===== src/rtl/ysyx_24070016_pkg.sv =====
// Shared definitions for the execute-stage issue/retire sequencer:
// datapath defaults, register address width and FSM state encoding.
package ysyx_24070016_pkg;

  localparam int XLEN       = 32;
  localparam int REG_ADDR_W = 5;
  localparam int LAT_CNT_W  = 4;

  typedef enum logic [1:0] {
    IDLE = 2'd0,
    EXEC = 2'd1,
    DONE = 2'd2
  } exu_state_t;

  // Reload value of the EXEC countdown for a given latency.
  function automatic logic [LAT_CNT_W-1:0] lat_to_cnt(input int lat);
    return LAT_CNT_W'(lat - 1);
  endfunction

endpackage


===== src/rtl/ysyx_24070016_exu_ctrl_perf.sv =====
// Performance counters for the execute sequencer: accepted ops and output stall cycles.
// Both wrap modulo 2^CNT_W and are cleared only by rst_n.
module ysyx_24070016_exu_ctrl_perf #(
  parameter int CNT_W = 32
) (
  input  logic             clk,
  input  logic             rst_n,
  input  logic             issue,
  input  logic             stall,
  output logic [CNT_W-1:0] issue_cnt,
  output logic [CNT_W-1:0] stall_cnt
);

  always_ff @(posedge clk or negedge rst_n) begin
    if (!rst_n) begin
      issue_cnt <= '0;
      stall_cnt <= '0;
    end else begin
      if (issue) issue_cnt <= issue_cnt + 1'b1;
      if (stall) stall_cnt <= stall_cnt + 1'b1;
    end
  end

endmodule


===== src/rtl/ysyx_24070016_exu_ctrl.sv =====
// Execute-stage issue/retire sequencer: one op in flight, IDLE/EXEC/DONE FSM.
// Optional perf counters are built when YSYX_24070016_EXU_CTRL_PERF_EN is defined.
module ysyx_24070016_exu_ctrl
  import ysyx_24070016_pkg::*;
#(
  parameter int XLEN     = ysyx_24070016_pkg::XLEN,
  parameter int EXEC_LAT = 1,
  parameter int CNT_W    = 32
) (
  input  logic                  clk,
  input  logic                  rst_n,
  input  logic                  flush,
  input  logic                  in_valid,
  output logic                  in_ready,
  input  logic [XLEN-1:0]       in_src1,
  input  logic [XLEN-1:0]       in_src2,
  input  logic [XLEN-1:0]       in_imm,
  input  logic                  in_sel_rs2Isimm,
  input  logic [REG_ADDR_W-1:0] in_rd,
  input  logic                  in_rf_wen,
  output logic [XLEN-1:0]       exu_src1,
  output logic [XLEN-1:0]       exu_src2,
  output logic [XLEN-1:0]       exu_imm,
  output logic                  exu_sel_rs2Isimm,
  input  logic [XLEN-1:0]       exu_result,
  output logic                  out_valid,
  input  logic                  out_ready,
  output logic [XLEN-1:0]       out_result,
  output logic [REG_ADDR_W-1:0] out_rd,
  output logic                  out_rf_wen,
  output logic                  busy,
  output logic [1:0]            fsm_state
`ifdef YSYX_24070016_EXU_CTRL_PERF_EN
  ,
  output logic [CNT_W-1:0]      perf_issue_cnt,
  output logic [CNT_W-1:0]      perf_stall_cnt
`endif
);

  if (EXEC_LAT < 1 || EXEC_LAT > 15) begin : g_lat_err
    $error("ysyx_24070016_exu_ctrl: EXEC_LAT must be in 1..15");
  end
  if (CNT_W < 1) begin : g_cnt_err
    $error("ysyx_24070016_exu_ctrl: CNT_W must be at least 1");
  end

  localparam logic [LAT_CNT_W-1:0] CNT_LOAD = lat_to_cnt(EXEC_LAT);

  exu_state_t           state_q, state_d;
  logic [LAT_CNT_W-1:0] cnt_q;
  logic [REG_ADDR_W-1:0] rd_q;
  logic                 rf_wen_q;
  logic                 accept;
  logic                 capture;

  // Handshakes: a transfer happens on a cycle where valid & ready are both high
  // at the rising edge; the producer holds valid and payload until then.
  assign in_ready  = !flush && ((state_q == IDLE) || ((state_q == DONE) && out_ready));
  assign accept    = in_valid && in_ready;
  assign capture   = !flush && (state_q == EXEC) && (cnt_q == '0);
  assign out_valid = (state_q == DONE);
  assign busy      = (state_q != IDLE);
  assign fsm_state = state_q;

  always_comb begin
    state_d = state_q;
    case (state_q)
      IDLE:    if (accept) state_d = EXEC;
      EXEC:    if (cnt_q == '0) state_d = DONE;
      DONE:    if (out_ready) state_d = accept ? EXEC : IDLE;
      default: state_d = IDLE;
    endcase
    if (flush) state_d = IDLE;
  end

  always_ff @(posedge clk or negedge rst_n) begin
    if (!rst_n) state_q <= IDLE;
    else        state_q <= state_d;
  end

  // Operand and result registers survive a flush; only state/valid are squashed.
  always_ff @(posedge clk or negedge rst_n) begin
    if (!rst_n) begin
      exu_src1         <= '0;
      exu_src2         <= '0;
      exu_imm          <= '0;
      exu_sel_rs2Isimm <= 1'b0;
      rd_q             <= '0;
      rf_wen_q         <= 1'b0;
      cnt_q            <= '0;
      out_result       <= '0;
      out_rd           <= '0;
      out_rf_wen       <= 1'b0;
    end else begin
      if (accept) begin
        exu_src1         <= in_src1;
        exu_src2         <= in_src2;
        exu_imm          <= in_imm;
        exu_sel_rs2Isimm <= in_sel_rs2Isimm;
        rd_q             <= in_rd;
        rf_wen_q         <= in_rf_wen;
        cnt_q            <= CNT_LOAD;
      end else if ((state_q == EXEC) && (cnt_q != '0)) begin
        cnt_q <= cnt_q - 1'b1;
      end
      if (capture) begin
        out_result <= exu_result;
        out_rd     <= rd_q;
        out_rf_wen <= rf_wen_q;
      end
    end
  end

`ifdef YSYX_24070016_EXU_CTRL_PERF_EN
  ysyx_24070016_exu_ctrl_perf #(
    .CNT_W(CNT_W)
  ) u_perf (
    .clk      (clk),
    .rst_n    (rst_n),
    .issue    (accept),
    .stall    (out_valid && !out_ready),
    .issue_cnt(perf_issue_cnt),
    .stall_cnt(perf_stall_cnt)
  );
`endif

endmodule


===== config.mk =====
export PLATFORM = sky130hd
export DESIGN_NAME = ysyx_24070016_exu_ctrl
export DESIGN_NICKNAME = d
export VERILOG_FILES = /design/src/rtl/ysyx_24070016_pkg.sv /design/src/rtl/ysyx_24070016_exu_ctrl_perf.sv /design/src/rtl/ysyx_24070016_exu_ctrl.sv
export SDC_FILE = /design/constraint.sdc
export NUM_CORES = 1
export LEC_CHECK = 0
export CORE_UTILIZATION = 40
export CTS_CLUSTER_DIAMETER = 60
export DETAILED_ROUTE_END_ITERATION = 8
export GPL_ROUTABILITY_DRIVEN = 0
export PLACE_DENSITY = 0.9
export SYNTH_ARGS = -nofsm -noshare
export SYNTH_HDL_FRONTEND = slang
export SYNTH_HIERARCHICAL = 1
export SYNTH_SLANG_ARGS = --single-unit
export TNS_END_PERCENT = 30

===== constraint.sdc =====
create_clock -name clk -period 2.7 [get_ports clk]
set_input_delay 0.81 -clock clk [delete_from_list [all_inputs] [get_ports clk]]
set_output_delay 0.81 -clock clk [all_outputs]
set_load 0.005 [all_outputs]

After elaboration in Yosys (flattened, before gate mapping):

Index checks and enable logic that the tools add are counted.

* add/sub/neg operators: 1
* eq/ne operators: 5
* multiplexer cells: 8
* reductions and logical operators: 14

Operator list (count)
* $mux W2: 4
* $mux W4: 2
* $logic_and A1 B1 Y1: 6
* $ne A3 B3 Y1 const B: 2
* $pmux W2 S3: 1
* $logic_not A4 Y1: 1
* $reduce_bool A2 Y1: 2
* $reduce_bool A4 Y1: 1
* $sub A4 B1 Y4 const B: 1
* $ne A3 B2 Y1 const B: 1
* $reduce_and A3 Y1: 1
* $eq A2 B1 Y1 const B: 1
* $eq A2 B2 Y1 const B: 1
* $logic_not A2 Y1: 1
* $logic_not A1 Y1: 1
* $logic_or A1 B1 Y1: 1
* $mux W1: 1

* register bits after elaboration: 147
* input bits: 140
* output and inout port bits: 140
* word-level logic and storage cells: 39

Longest topological paths before layout:

Gate-level depths: netlist of the first run.

* word-level depth: 9
* gate-level depth with buffers: 6
* gate-level depth less buffers: 5

Least setup slack after synthesis of the first run:

Ideal clock, no wire load.

* kind: input port to flip-flop
* start point: input flush
* end point: register exu_imm[10]
* setup time: 0.125 ns
* data arrival time: 2.320 ns
* setup slack: 0.255 ns
* stages on the path: 5
* cells stage by stage: or2_2 nor3_1 clkbuf_1 buf_2 mux2_2

* cells in the longest elaborated chain, start to end: 3

RTL lines
* from (decl): line ysyx_24070016_exu_ctrl.sv:12 `input logic flush,`
* $logic_not A1 Y1: line ysyx_24070016_exu_ctrl.sv:58 `assign in_ready = !flush && ((state_q == IDLE) || ((state_q == DONE) && out_ready));`
* $logic_and A1 B1 Y1: line ysyx_24070016_exu_ctrl.sv:58
* $logic_and A1 B1 Y1: line ysyx_24070016_exu_ctrl.sv:59 `assign accept = in_valid && in_ready;`
* to (signal assigned): line ysyx_24070016_exu_ctrl.sv:98 `exu_imm <= in_imm;`
* to (decl): line ysyx_24070016_exu_ctrl.sv:23 `output logic [XLEN-1:0] exu_imm,`

No other way between the ends.
A chain may end at the register's enable or synchronous reset.

Worst setup path after layout of the first run:

* start point: input flush
* end point: output in_ready

* cells in the longest elaborated chain, start to end: 2

RTL lines
* $logic_not A1 Y1: line ysyx_24070016_exu_ctrl.sv:58
* $logic_and A1 B1 Y1: line ysyx_24070016_exu_ctrl.sv:58
* to (decl): line ysyx_24070016_exu_ctrl.sv:14 `output logic in_ready,`

No other way between the ends.

==> metrics.md, run 1 <==
| Metric | Value |
|---|---|
| Count of cell types in the netlist | `27` |
| Share of synthesized area occupied by flip-flops and latches | `around two thirds` |
| Reg-to-reg endpoint | `out_result[7]` |
| Chip Height | `about 120 µm` |
| Net count after synthesis | `about 480` |
| Number of DRC markers in iteration 0 | `around 150` |
| Outcome | `finished, final reports clean` |
| Maximum fanout along the worst path | `2` |
| Layout Nets | `~780` |
| Register-to-Register Setup Slack | `0.61 ns` |
| Total I/O pin count | `280` |
| Overall die width | `120 µm` |
| Critical path class | `primary input to output port` |
| Sequential Area | `roughly 0.0037 mm²` |
| Count of warnings emitted by yosys | `6` |
| Gr usage total | `a little over a fifth` |
| Clock sink count | `approximately 150` |
| Row cnt | `42` |
| Post-Route Skew | `0.00758 ns` |
| Synthesized cell area | `~0.0056 mm²` |
| Path class of the lowest-slack min-delay path | `primary input to async pin` |
| Gate count of the mapped netlist | `around 340` |
| Fraction of synthesized area in multiplexers | `approximately 29%` |
| Number of H-tree levels | `4` |
| Fin. Hold Viols | `0` |
| Setup repair after global routing missed its margin | `false` |
| Die area | `about 0.014 mm²` |
| Number of hold-repair buffers added at the cts stage | `0` |
| Total negative setup slack | `0 ns` |
| Setup bufs post-CTS | `0` |
| Ant. Diodes | `0` |
| Post-Synth XOR/XNOR Area | `0%` |
| Post-route non-filler standard cell count | `a little over 800` |
| Peak per-stage delay on the critical path | `roughly 0.4 ns` |
| TritonCTS Buffers | `17` |
| Core Util, Final | `between 60% and 70%` |
| CTS root buffer | `sky130_fd_sc_hd__clkbuf_16` |
| Area taken by multi-input logic gates | `around 0.0018 mm²` |
| Detailed-route vias per instance | `slightly below 5` |
| Total vias in the final route | `approximately 4k` |
| Kind of capture point of the worst setup path | `output port` |
| Remaining number of nets flagged by the antenna check after routing | `0` |
| Share of the synthesized area in compound gates (AO/OA/AOI/OAI) | `1.03%` |
| Final-report max-slew violation count | `0` |
| Leakage power total | `slightly below 0.004 µW` |
| Largest family of logic cells by synthesized area | `multiplexers` |
| Critical-path cell with the highest stage delay | `sky130_fd_sc_hd__clkdlybuf4s50_1` |
| Worst-Margin Slew | `between 0.5 and 0.6 ns` |
| Reg clk slew, reported paths | `about 0.060 ns` |
| Critical path startpoint category | `primary input` |
| Post-place instance area | `slightly below 0.009 mm²` |
| Core region area | `0.0135 mm²` |
| Detailed placer's ending HPWL | `~11000 µm` |
| Number of filler cells placed in the layout | `about 900` |
| Via count of the first global-routing pass | `between 4k and 5k` |
| Maximum clock frequency | `379 MHz` |
| #FFs+latches synth | `roughly 150` |
| Clk Latency, worst-skew pair | `0.41 ns` |
| Placed Cells | `roughly 800` |
| Detailed-route wire length per cell | `between 15 and 20 µm` |
| Maximum number of pins on one net before global-route repair | `a little over 60` |
| Mean instance size in the synthesized netlist | `roughly 17 µm²` |
| Final worst path period need | `2.64 ns` |
| Total wire length | `14900 µm` |
| Share of the clock period used by the worst path after layout | `97.7%` |
| Headroom to the max-slew limit | `between 60% and 70%` |
| Starting Density | `41.6%` |
| Worst voltage drop across the vdd grid | `~0.50 mV` |
| Fraction of final layout cells with drive strength greater than 1 | `roughly 31%` |
| Area added between synthesis and finish | `67.1%` |
| Clk buf depth | `2` |
| Power per cell area | `~940 mW/mm²` |
| Area share of fa/ha/maj cells after synthesis | `0.447%` |
| Worst endpoint data arrival time | `between 1.5 and 2 ns` |
| RR Startpoint | `fsm_state[1]` |
| Remaining Overflow, GRT | `0` |
| Data required time at the worst endpoint | `~1.9 ns` |
| Final Cell Area | `slightly above 0.009 mm²` |
| Count of endpoints failing setup in the final report | `0` |
| Cell-by-cell trace of the critical path | `clkdlybuf4s50_1 -> or2_2 -> nor2_1 -> clkdlybuf4s15_1` |
| Port buffer count | `~280` |
| Path depth of the worst reg2reg path | `4` |
| Count of max-cap constraint violations | `0` |
| Post-route DRC | `0` |
| Global-route wire length before repair | `23200 µm` |
| CTS tree | `done` |
| Min Hold Slack | `roughly 0.36 ns` |
| Antenna violations before repair | `0` |
| Pre-antenna DRT Iters | `4` |
| Area fraction in and, or, nand and nor cells after synthesis | `2.03%` |
==> layout by cell type, fill, tap and decap left out, drive strengths merged, types with 2 or more instances in the layout <==
master / count
clkdlybuf4s50: 277
or2: 2
nor2: 3
nor2b: 3
inv: 4
clkbuf: 20
o31ai: 2
clkinv: 4
bufinv: 2
ha: 2
buf: 24
mux2: 141
a21oi: 2
or3b: 2
nand3: 2
clkinvlp: 5
dfrtp: 147
==> cell families (layout without fill, tap and decap cells) <==
group                      count (synthesis)  count (layout)
DFF                                      147             147
AOI/OAI and AO/OA                          8               8
buffers and inverters                     18             337
and+or+nand+nor                           18              18
muxes                                    142             142
adders and majority gates                  2               2
==> area by class of cell <==
type / instances / share of cell area [%]
multi-input combinational: 170 / 19.6
clock buffer: 20 / 4.99
timing repair buffer: 302 / 32.2
clock inverter: 12 / 1.39
tap: 176 / 2.35
inverter: 3 / 0.120
sequential: 147 / 39.3
==> cells in the mapped netlist, drive strengths merged <==
cell type  count  area share [%]
ha             2            0.45
or4b           1            0.25
clkbuf         5            0.34
a32oi          1            0.16
inv            3            0.20
buf           10             1.1
nand4b         1            0.16
nor2b          3            0.34
dfrtp        147              66
nand3          2            0.18
nand2          1           0.067
mux2         141              29
or2            2            0.22
a21bo          1            0.18
mux2i          1            0.18
or3b           2            0.31
or3            1            0.11
a21oi          2            0.18
o21ai          1           0.089
o31ai          2            0.27
o2bb2ai        1            0.16
nor2           3            0.20
nand2b         1            0.11
nor3           1           0.089
==> report_power, final <==
| part | internal (µW) | switching, µW |
|---|---|---|
| registers | 2980 | 434 |
| logic | 2130 | 888 |
| clock network | 1430 | 892 |
| total | 6540 | 2210 |
==> sequential cells by signal, indices dropped and copies added (netlist names), 2 cells and up <==
signal      count
cnt_q           4
rd_q            5
fsm_state       2
exu_src1       32
exu_src2       32
out_result     32
out_rd          5
exu_imm        32
==> per-layer routing <==
layer,part of all wire (%),vias up,track usage [%]
met3,9.8,19,7.88
met2,53,209,38.6
met5,0,-,0
met4,1.7,0,8.18
met1,35,1972,22.0
li1,-,1805,-
==> through the flow <==
| stage | total power (µW) | setup slack, ns |
|---|---|---|
| 2_1_floorplan | 4410 | 0.255 |
| 3_3_place_gp | 6330 | -0.244 |
| 3_5_place_dp | 6500 | -0.236 |
| 4_1_cts | 8880 | 0.0368 |
| 5_1_grt | 9210 | 0.0289 |
| 6_report | 8760 | 0.0620 |
==> what timing repair did <==
item / 4_1_cts / 5_1_grt
resized for setup: 1 / 1
endpoints found under the hold margin: 0 / 0
setup endpoints to repair: 1 / 1
==> critical path, delay by kind of cell <==
| kind | cells | cell delay (ns) |
|---|---|---|
| buffers and inverters | 2 | 0.62 |
| and+or+nand+nor | 2 | 0.40 |
==> worst max path at each step <==
stage,startpoint,end,slack [ns],depth (start not counted)
floorplan,flush,exu_imm[10],0.25,5
global placement,flush,in_ready,-0.24,4
detailed placement,flush,in_ready,-0.24,4
CTS,flush,in_ready,0.04,4
global route,flush,in_ready,0.03,4
finish,flush,in_ready,0.06,4
Note: power is estimated with default switching activity, not from simulation.
==> inputs of run 2 (changes only) <==
ABC_CLOCK_PERIOD_IN_PS = 2700   (was default)
==> results of run 2 <==
The final DEF is identical to that of run 1; final timing and power are the same.
